File: src/rtl/painel7seg_pisca.sv
// painel7seg_pisca
//   Registered multi-digit 7-segment driver for the DE0-CV HEXn displays.
//   Holds N_DIG 5-bit state codes, loaded together, and decodes each one
//   with the standard state table. Every digit can be blanked or made to
//   blink. The blink phase comes from an internal half-period divider.
//
// Parameters
//   N_DIG        number of digits driven (>= 1)
//   MEIO_PERIODO blink half-period in clock cycles (>= 1)
//   ATIVO_BAIXO  1: segment on = 0 (DE0-CV); 0: every output bit inverted
//
// Ports
//   clock      in   system clock, rising edge
//   reset      in   synchronous, active-high; blanks all digits
//   carrega    in   load strobe; valor is sampled at this edge
//   valor      in   digit i code = valor[5*i+4:5*i]
//   pisca      in   per-digit blink enable (level)
//   apaga      in   per-digit forced blank (level)
//   display    out  digit i = display[7*i+6:7*i]; bit 6 = segment g
//   fase_pisca out  blink phase; 0 = visible, 1 = hidden
module painel7seg_pisca #(
  parameter int N_DIG        = 2,
  parameter int MEIO_PERIODO = 25000000,
  parameter bit ATIVO_BAIXO  = 1'b1
) (
  input  logic                 clock,
  input  logic                 reset,
  input  logic                 carrega,
  input  logic [5*N_DIG-1:0]   valor,
  input  logic [N_DIG-1:0]     pisca,
  input  logic [N_DIG-1:0]     apaga,
  output logic [7*N_DIG-1:0]   display,
  output logic                 fase_pisca
);

  // Counter needs at least one bit so MEIO_PERIODO=1 still builds.
  localparam int CNT_W = (MEIO_PERIODO > 1) ? $clog2(MEIO_PERIODO) : 1;
  localparam logic [CNT_W-1:0] CNT_MAX = CNT_W'(MEIO_PERIODO - 1);
  localparam logic [6:0] SEG_BLANK = ATIVO_BAIXO ? 7'h7F : 7'h00;

  logic [5*N_DIG-1:0] reg_valor;
  logic [CNT_W-1:0]   cnt;
  logic               fase;
  logic [7*N_DIG-1:0] disp_next;

  // Active-low segment table, polarity applied on return.
  function automatic logic [6:0] decode(input logic [4:0] code);
    logic [6:0] seg;
    case (code)
      5'h00: seg = 7'h40;
      5'h01: seg = 7'h79;
      5'h02: seg = 7'h24;
      5'h03: seg = 7'h30;
      5'h04: seg = 7'h19;
      5'h05: seg = 7'h12;
      5'h06: seg = 7'h02;
      5'h07: seg = 7'h78;
      5'h08: seg = 7'h00;
      5'h09: seg = 7'h10;
      5'h0A: seg = 7'h08;
      5'h0B: seg = 7'h03;
      5'h0C: seg = 7'h46;
      5'h0D: seg = 7'h21;
      5'h0E: seg = 7'h06;
      5'h0F: seg = 7'h0E;
      5'h10: seg = 7'h7E;
      5'h11: seg = 7'h7D;
      5'h12: seg = 7'h7B;
      5'h13: seg = 7'h77;
      5'h14: seg = 7'h6F;
      5'h15: seg = 7'h5F;
      5'h16: seg = 7'h3F;
      5'h17: seg = 7'h7C;
      5'h18: seg = 7'h73;
      5'h19: seg = 7'h67;
      5'h1A: seg = 7'h4F;
      5'h1B: seg = 7'h1F;
      5'h1C: seg = 7'h71;
      5'h1D: seg = 7'h63;
      5'h1E: seg = 7'h47;
      5'h1F: seg = 7'h0F;
      default: seg = 7'h7F;
    endcase
    return ATIVO_BAIXO ? seg : ~seg;
  endfunction

  // Next display image from the current (pre-edge) value and phase, so a
  // load or a phase toggle shows up one edge later.
  always_comb begin
    disp_next = '0;
    for (int unsigned i = 0; i < N_DIG; i++) begin
      if (apaga[i] || (pisca[i] && fase))
        disp_next[7*i +: 7] = SEG_BLANK;
      else
        disp_next[7*i +: 7] = decode(reg_valor[5*i +: 5]);
    end
  end

  always_ff @(posedge clock) begin
    if (reset) begin
      reg_valor <= '0;
      cnt       <= '0;
      fase      <= 1'b0;
      display   <= {N_DIG{SEG_BLANK}};
    end else begin
      display <= disp_next;
      if (carrega) begin
        // Restart the blink so the freshly loaded value is visible at once.
        reg_valor <= valor;
        cnt       <= '0;
        fase      <= 1'b0;
      end else if (cnt == CNT_MAX) begin
        cnt  <= '0;
        fase <= ~fase;
      end else begin
        cnt <= cnt + 1'b1;
      end
    end
  end

  assign fase_pisca = fase;

endmodule

File: config.mk
export PLATFORM = sky130hd
export DESIGN_NAME = painel7seg_pisca
export DESIGN_NICKNAME = d
export VERILOG_FILES = /design/src/rtl/painel7seg_pisca.sv
export SDC_FILE = /design/constraint.sdc
export NUM_CORES = 1
export LEC_CHECK = 0
export CAP_MARGIN = 20
export CORE_ASPECT_RATIO = 0.5
export CORE_MARGIN = 5
export CORE_UTILIZATION = 60
export DETAILED_ROUTE_END_ITERATION = 10
export PLACE_DENSITY = 0.85
export SLEW_MARGIN = 10
export SYNTH_ARGS = -nofsm -noshare
export SYNTH_HDL_FRONTEND = slang
export SYNTH_SLANG_ARGS = --single-unit
File: constraint.sdc
create_clock -name clock -period 5.4 [get_ports clock]
set_input_delay 1.35 -clock clock [delete_from_list [all_inputs] [get_ports clock]]
set_output_delay 1.35 -clock clock [all_outputs]
set_load 0.02 [all_outputs]
==> results of run 1 <==
cell families (layout without fill, tap and decap cells):
group,Yosys count,after routing,synth area share (%)
adder cells (fa/ha/maj),15,15,6.86
buffers and inverters,32,54,4.71
multiplexers,23,23,8.97
AND/OR/NAND/NOR,116,116,21.3
flip-flops,50,50,36.6
XOR/XNOR,13,13,4.16
AO/OA/AOI/OAI,73,73,17.4
power by group:
part | switching (mW) | internal (mW)
clock network | 0.123 | 0.103
logic | 0.0538 | 0.0548
registers | 0.0196 | 0.381
cell usage in the layout (no fill, tap or decap), drive strengths merged, types with 4 or more instances in the layout:
cell type,instances
o31ai,7
nand2,21
nand3,13
clkdlybuf4s50,31
nand2b,6
xnor2,11
or4,9
a211oi,5
a21oi,16
mux2i,20
nor2,39
clkbuf,6
dfxtp,50
inv,15
o211ai,11
or3,6
ha,15
o21ai,19
a22oi,4
nor3,8
through the flow:
step	power, mW	instance area [um2]	util, %	std cells
floorplan	0.474	2740	-	322
global placement	0.511	3060	69.5	393
detailed placement	0.516	3060	69.5	393
CTS	0.743	3150	71.6	401
global route	0.772	3150	71.6	401
finish	0.735	3150	71.6	401
layer usage:
layer  vias to the layer above  track usage (%)  wire [um]
li1                       1193                -          -
met1                      1110             24.4       2530
met2                        99             36.9       2880
met3                        21             4.00        352
met4                         0             7.66        148
met5                         -                0          0
state kept, by name (all words and copies together), names as in the netlist:
name,cells
cnt,25
display,14
reg_valor,10
fase_pisca,1
layout make-up:
| class | instances | area (um2) | area share, % |
|---|---|---|---|
| Timing Repair Buffer | 31 | 310 | 9.84 |
| Clock inverter | 2 | 12.5 | 0.397 |
| Clock buffer | 6 | 82.6 | 2.62 |
| Inverter | 15 | 56.3 | 1.79 |
| Tap cell | 57 | 71.3 | 2.26 |
| Sequential cell | 50 | 1000 | 31.7 |
| Multi-Input combinational cell | 240 | 1620 | 51.3 |
worst paths after layout:
| check | cells past startpoint | slack (ps) | startpoint | end |
|---|---|---|---|---|
| setup / recovery | 3 | 2620 | reset | display[8] |
| hold / removal | 1 | 480 | cnt[0] | cnt[0] |
| setup reg to reg | 5 | 3180 | cnt[0] | cnt[3] |
| hold reg to reg | 1 | 480 | cnt[0] | cnt[0] |
==> parameters.txt, run 1 <==
Parameter                              Value

Setup path
  CP bufs+invs    1
  Data required time of the critical path    between 5000 and 6000 ps
  Startpoint type of the worst setup path    primary input
  Worst-path cell chain    clkdlybuf4s50_1 > a211oi_1 > o21ai_0
  Cell type of the slowest stage on the worst timing path    sky130_fd_sc_hd__a211oi_1
  Arrival time reported for the critical path endpoint    a little under 3000 ps
  Endpoint type of the worst setup path    register
  Biggest fanout along the worst timing path    13
  Slowest Stage Delay on Critical Path    720 ps
  Kind of cell adding the most delay to the critical path    compound AO/OA/AOI/OAI gates
  Category of the most critical setup path    primary input to register

Final layout
  Nets    375
  Share of final-layout standard cells stronger than drive strength 1    4.36%
  Antenna diodes    0
  P&R area growth vs syn    15.3%
  # fillers    around 330

Pwr
  LEAKAGE    between 1 and 1.5 nW
  Power per unit of standard cell area    233 nW/um2
  Max IR drop VDD    approximately 0.00016 V

Drt
  Average vias per placed instance    6.04
  WL per Instance    between 10 and 15 um
  Remaining DRCs    0
  Pre-antenna DRT Iters    4
  Total Routed Length    approximately 5.9 mm
  Via total after detailed routing    2423
  Starting DRC count in detailed routing    around 100
  Remaining antenna violation count after routing    0

Floorplan
  Die H    about 58 um
  Starting density of the core    between 60% and 70%
  Cell Rows    17
  Core area    about 4400 um2
  Die Area    between 6000 and 7000 um2
  Boundary Pins    32
  DIE WIDTH    about 110 um

Logic synthesis
  EDFF count, synth    0
  Area share of the leading cell type in the synthesized netlist    36.6%
  Cell type with the highest aggregate area in the netlist    sky130_fd_sc_hd__dfxtp_1
  FF+latch count, synth    50
  Leading cell types by total area after synthesis    sky130_fd_sc_hd__dfxtp_1, sky130_fd_sc_hd__mux2i_1, sky130_fd_sc_hd__ha_1
  Sequential element share of the synthesized area    a little over a third
  Total standard cell area after synthesis    between 2000 and 3000 um2
  Syn_area_per_cell    approximately 8.5 um2
  Post-synth top cells    sky130_fd_sc_hd__dfxtp_1, sky130_fd_sc_hd__nor2_1, sky130_fd_sc_hd__nand2_1
  Distinct cell type count of the synthesized netlist    between 40 and 50
  Main synth FF type    sky130_fd_sc_hd__dfxtp_1
  Post-Synthesis Net Count    around 350
  Synth warnings    0
  Ys async rst share    0%
  Most frequently used cell type in the post-synthesis netlist    sky130_fd_sc_hd__dfxtp_1
  Count of mapped cells out of synthesis    322

Timing
  Slew HR    between 30% and 40%
  Final period demand of the worst path    between 2000 and 3000 ps
  Highest attainable clock frequency    between 300 and 400 MHz
  Actual transition at the worst max-transition pin    roughly 960 ps
  Post-Route Skew    around 8 ps
  Total setup violations reported at the end of the flow    0
  Hold violation count in the final report    0
  Post-route worst setup slack    2620 ps
  Unrepaired setup endpoints after global routing    false
  Final period util    between 50% and 60%
  Hold_ws    ~480 ps
  Setup tns final    0 ps
  Slew Viols, Final    0

CTS
  Clock input transition at the sequential cells of the worst setup and hold paths    90 ps
  # Post-CTS Setup Buffers    0
  H-tree level count    2
  TritonCTS clock tree    built
  Max clock buf depth    2
  Clock latency of the later-clocked register in the worst-skew pair    roughly 300 ps
  Inserted Clock Buffers    5
  CTS sink count    50
  Clock root buffer    sky130_fd_sc_hd__clkbuf_8
  Post-cts repair resize count    0
  Number of buffers inserted for hold repair after clock tree synthesis    0

Placement
  Routability-driven placement congestion ratio    about 0.83
  IO Port Bufs    31
  HPWL after DPL    4.31 mm
  Pre-CTS setup slack    about 2300 ps

Global route
  Initial antenna violation count    0
  Number of global-route vias before repair    2269
  Pin count of the biggest net entering global routing    26
  Wire length of the first global-routing pass    ~10 mm
  Remaining Overflow, GRT    0
  Total track usage    20.4%

Min path
  Path type of the worst min-delay path    register to register

Run
  Max-cap viol count    0

Run status
  Run status    finished clean
Note: power is estimated with default switching activity, not from simulation.
==> inputs of run 2 (changes only) <==
--- a/config.mk
+++ b/config.mk
@@ -8,9 +8,9 @@
 export CAP_MARGIN = 20
 export CORE_ASPECT_RATIO = 0.5
 export CORE_MARGIN = 5
-export CORE_UTILIZATION = 60
+export CORE_UTILIZATION = 56
 export DETAILED_ROUTE_END_ITERATION = 10
-export PLACE_DENSITY = 0.85
+export PLACE_DENSITY = 0.8
 export SLEW_MARGIN = 10
 export SYNTH_ARGS = -nofsm -noshare
 export SYNTH_HDL_FRONTEND = slang
==> constraint.sdc (replaced) <==
create_clock -name clock -period 2.6 [get_ports clock]
set_input_delay 0.65 -clock clock [delete_from_list [all_inputs] [get_ports clock]]
set_output_delay 0.65 -clock clock [all_outputs]
set_load 0.02 [all_outputs]
==> parameters.txt, run 2 (synthesis results as in run 1) <==
Parameter                              Value

Run status
  Run status    finished clean

CTS
  Post-cts repair resize count    0
  Clock input transition at the sequential cells of the worst setup and hold paths    around 90 ps
  # Post-CTS Setup Buffers    0
  TritonCTS clock tree    built
  Clock latency of the later-clocked register in the worst-skew pair    between 300 and 400 ps
  Max clock buf depth    2
  Number of buffers inserted for hold repair after clock tree synthesis    0
  Clock root buffer    sky130_fd_sc_hd__clkbuf_8
  Inserted Clock Buffers    5
  CTS sink count    50
  H-tree level count    2

Global route
  Most used routing layer in global routing    met2
  Met1 capacity usage during global routing    around 22%
  Met3 GRT Util    between 4 and 5%
  Initial antenna violation count    0
  Wire length of the first global-routing pass    roughly 10 mm
  Total track usage    about a fifth
  Number of global-route vias before repair    about 2.3k
  Routing usage on met2    33.3%
  Remaining Overflow, GRT    0
  Pin count of the biggest net entering global routing    26

Floorplan
  Core area    between 4000 and 5000 um2
  DIE WIDTH    109 um
  Boundary Pins    32
  Die H    ~60 um
  Cell Rows    18
  Die Area    around 6500 um2
  Starting density of the core    a little under three fifths

Pwr
  LEAKAGE    between 1 and 1.5 nW
  Max IR drop VDD    0.000247 V
  Power per unit of standard cell area    471 nW/um2
  Final total power    1.51 mW

Timing
  Final period demand of the worst path    ~2200 ps
  Post-Route Skew    about 4.2 ps
  Slew HR    a little under two fifths
  Setup tns final    0 ps
  Actual transition at the worst max-transition pin    slightly above 900 ps
  Highest attainable clock frequency    463 MHz
  Total setup violations reported at the end of the flow    0
  Final period util    83.1%
  Hold violation count in the final report    0
  Slew Viols, Final    0
  Unrepaired setup endpoints after global routing    false

Placement
  HPWL after DPL    between 4 and 5 mm
  Dpl cell area    slightly above 3000 um2
  Routability-driven placement congestion ratio    0.921
  IO Port Bufs    31

Setup path
  R2R Setup Slk    440 ps
  Endpoint of the worst-slack reg-to-reg timing path    cnt[24]
  Data required time of the critical path    2830 ps
  Startpoint type of the worst setup path    register
  Startpoint of the worst register-to-register path    cnt[0]
  Biggest fanout along the worst timing path    11
  Endpoint type of the worst setup path    register
  Reg2Reg Depth    5
  Arrival time reported for the critical path endpoint    2390 ps
  Start point of the critical path    cnt[0]
  Category of the most critical setup path    register to register

Final layout
  Antenna diodes    0
  Nets    380
  Largest register by flop count    cnt
  Post-route cell area    about 3200 um2
  # fillers    406
  Top library cells by usage in the layout, fill and taps aside    sky130_fd_sc_hd__dfxtp_1, sky130_fd_sc_hd__nor2_1, sky130_fd_sc_hd__clkdlybuf4s50_1, sky130_fd_sc_hd__nand2_1, sky130_fd_sc_hd__mux2i_1
  Share of final-layout standard cells stronger than drive strength 1    under 10%
  Max reg flops    25
  Final core utilization    66.3%
  Leading cell type in the layout, fill and taps excluded    sky130_fd_sc_hd__dfxtp_1
  P&R area growth vs syn    16.8%
  Registers with the most flip-flops    cnt: 25 flops, display: 14 flops, reg_valor: 10 flops

Min path
  Hold Path Cell Cnt    1
  Worst min-delay path endpoint    cnt[0]
  Start point of the worst min-delay path    cnt[0]
  Path type of the worst min-delay path    register to register

Drt
  Total Routed Length    around 5.6 mm
  Average vias per placed instance    5.75
  Remaining antenna violation count after routing    0
  Starting DRC count in detailed routing    86
  Remaining DRCs    0
  Via total after detailed routing    roughly 2.4k
  Pre-antenna DRT Iters    5
  WL per Instance    around 13 um

Run
  Max-cap viol count    0
-- run 2: critical path, cell delays in order, from the launching register on --
cell and delay (ps):
sky130_fd_sc_hd__dfxtp_1 380, sky130_fd_sc_hd__ha_1 220, sky130_fd_sc_hd__nand3_1 150, sky130_fd_sc_hd__or4_4 620
sky130_fd_sc_hd__or4_1 540, sky130_fd_sc_hd__a21oi_1 180
-- run 2: layout make-up --
class                      instances  area [um2]  share of cell area (%)
tap                               70        87.6                    2.74
timing repair buffer              36         348                    10.9
inverter                          15        56.3                    1.76
clock inverter                     2        15.0                   0.470
clock buffer                       5        68.8                    2.15
sequential                        50        1000                    31.3
multi-input combinational        240        1620                    50.7
-- run 2: worst max-delay path by stage --
stage	endpoint	cells after the start
finish	cnt[24]	5
global route	cnt[13]	5
CTS	cnt[10]	5
detailed placement	cnt[13]	5
global placement	cnt[24]	4
floorplan	cnt[18]	6
-- run 2: per-layer routing --
layer  vias up  share of wire [%]
met5         -                  0
met2        73                 48
li1       1211                  -
met4         0                2.1
met1      1105                 44
met3        15                5.3
-- run 2: metrics by stage --
step	hold slack (ps)	setup WS [ps]	std cells
after global routing	504	209	418
final	467	439	418
after CTS	474	428	418
after global placement	442	541	411
after detailed placement	452	432	411
after floorplan	430	604	322
-- run 2: report_power, final --
group          internal [mW]  switching, mW  total, mW
combinational          0.118          0.116      0.235
sequential             0.791         0.0333      0.824
clock                  0.184          0.263      0.447
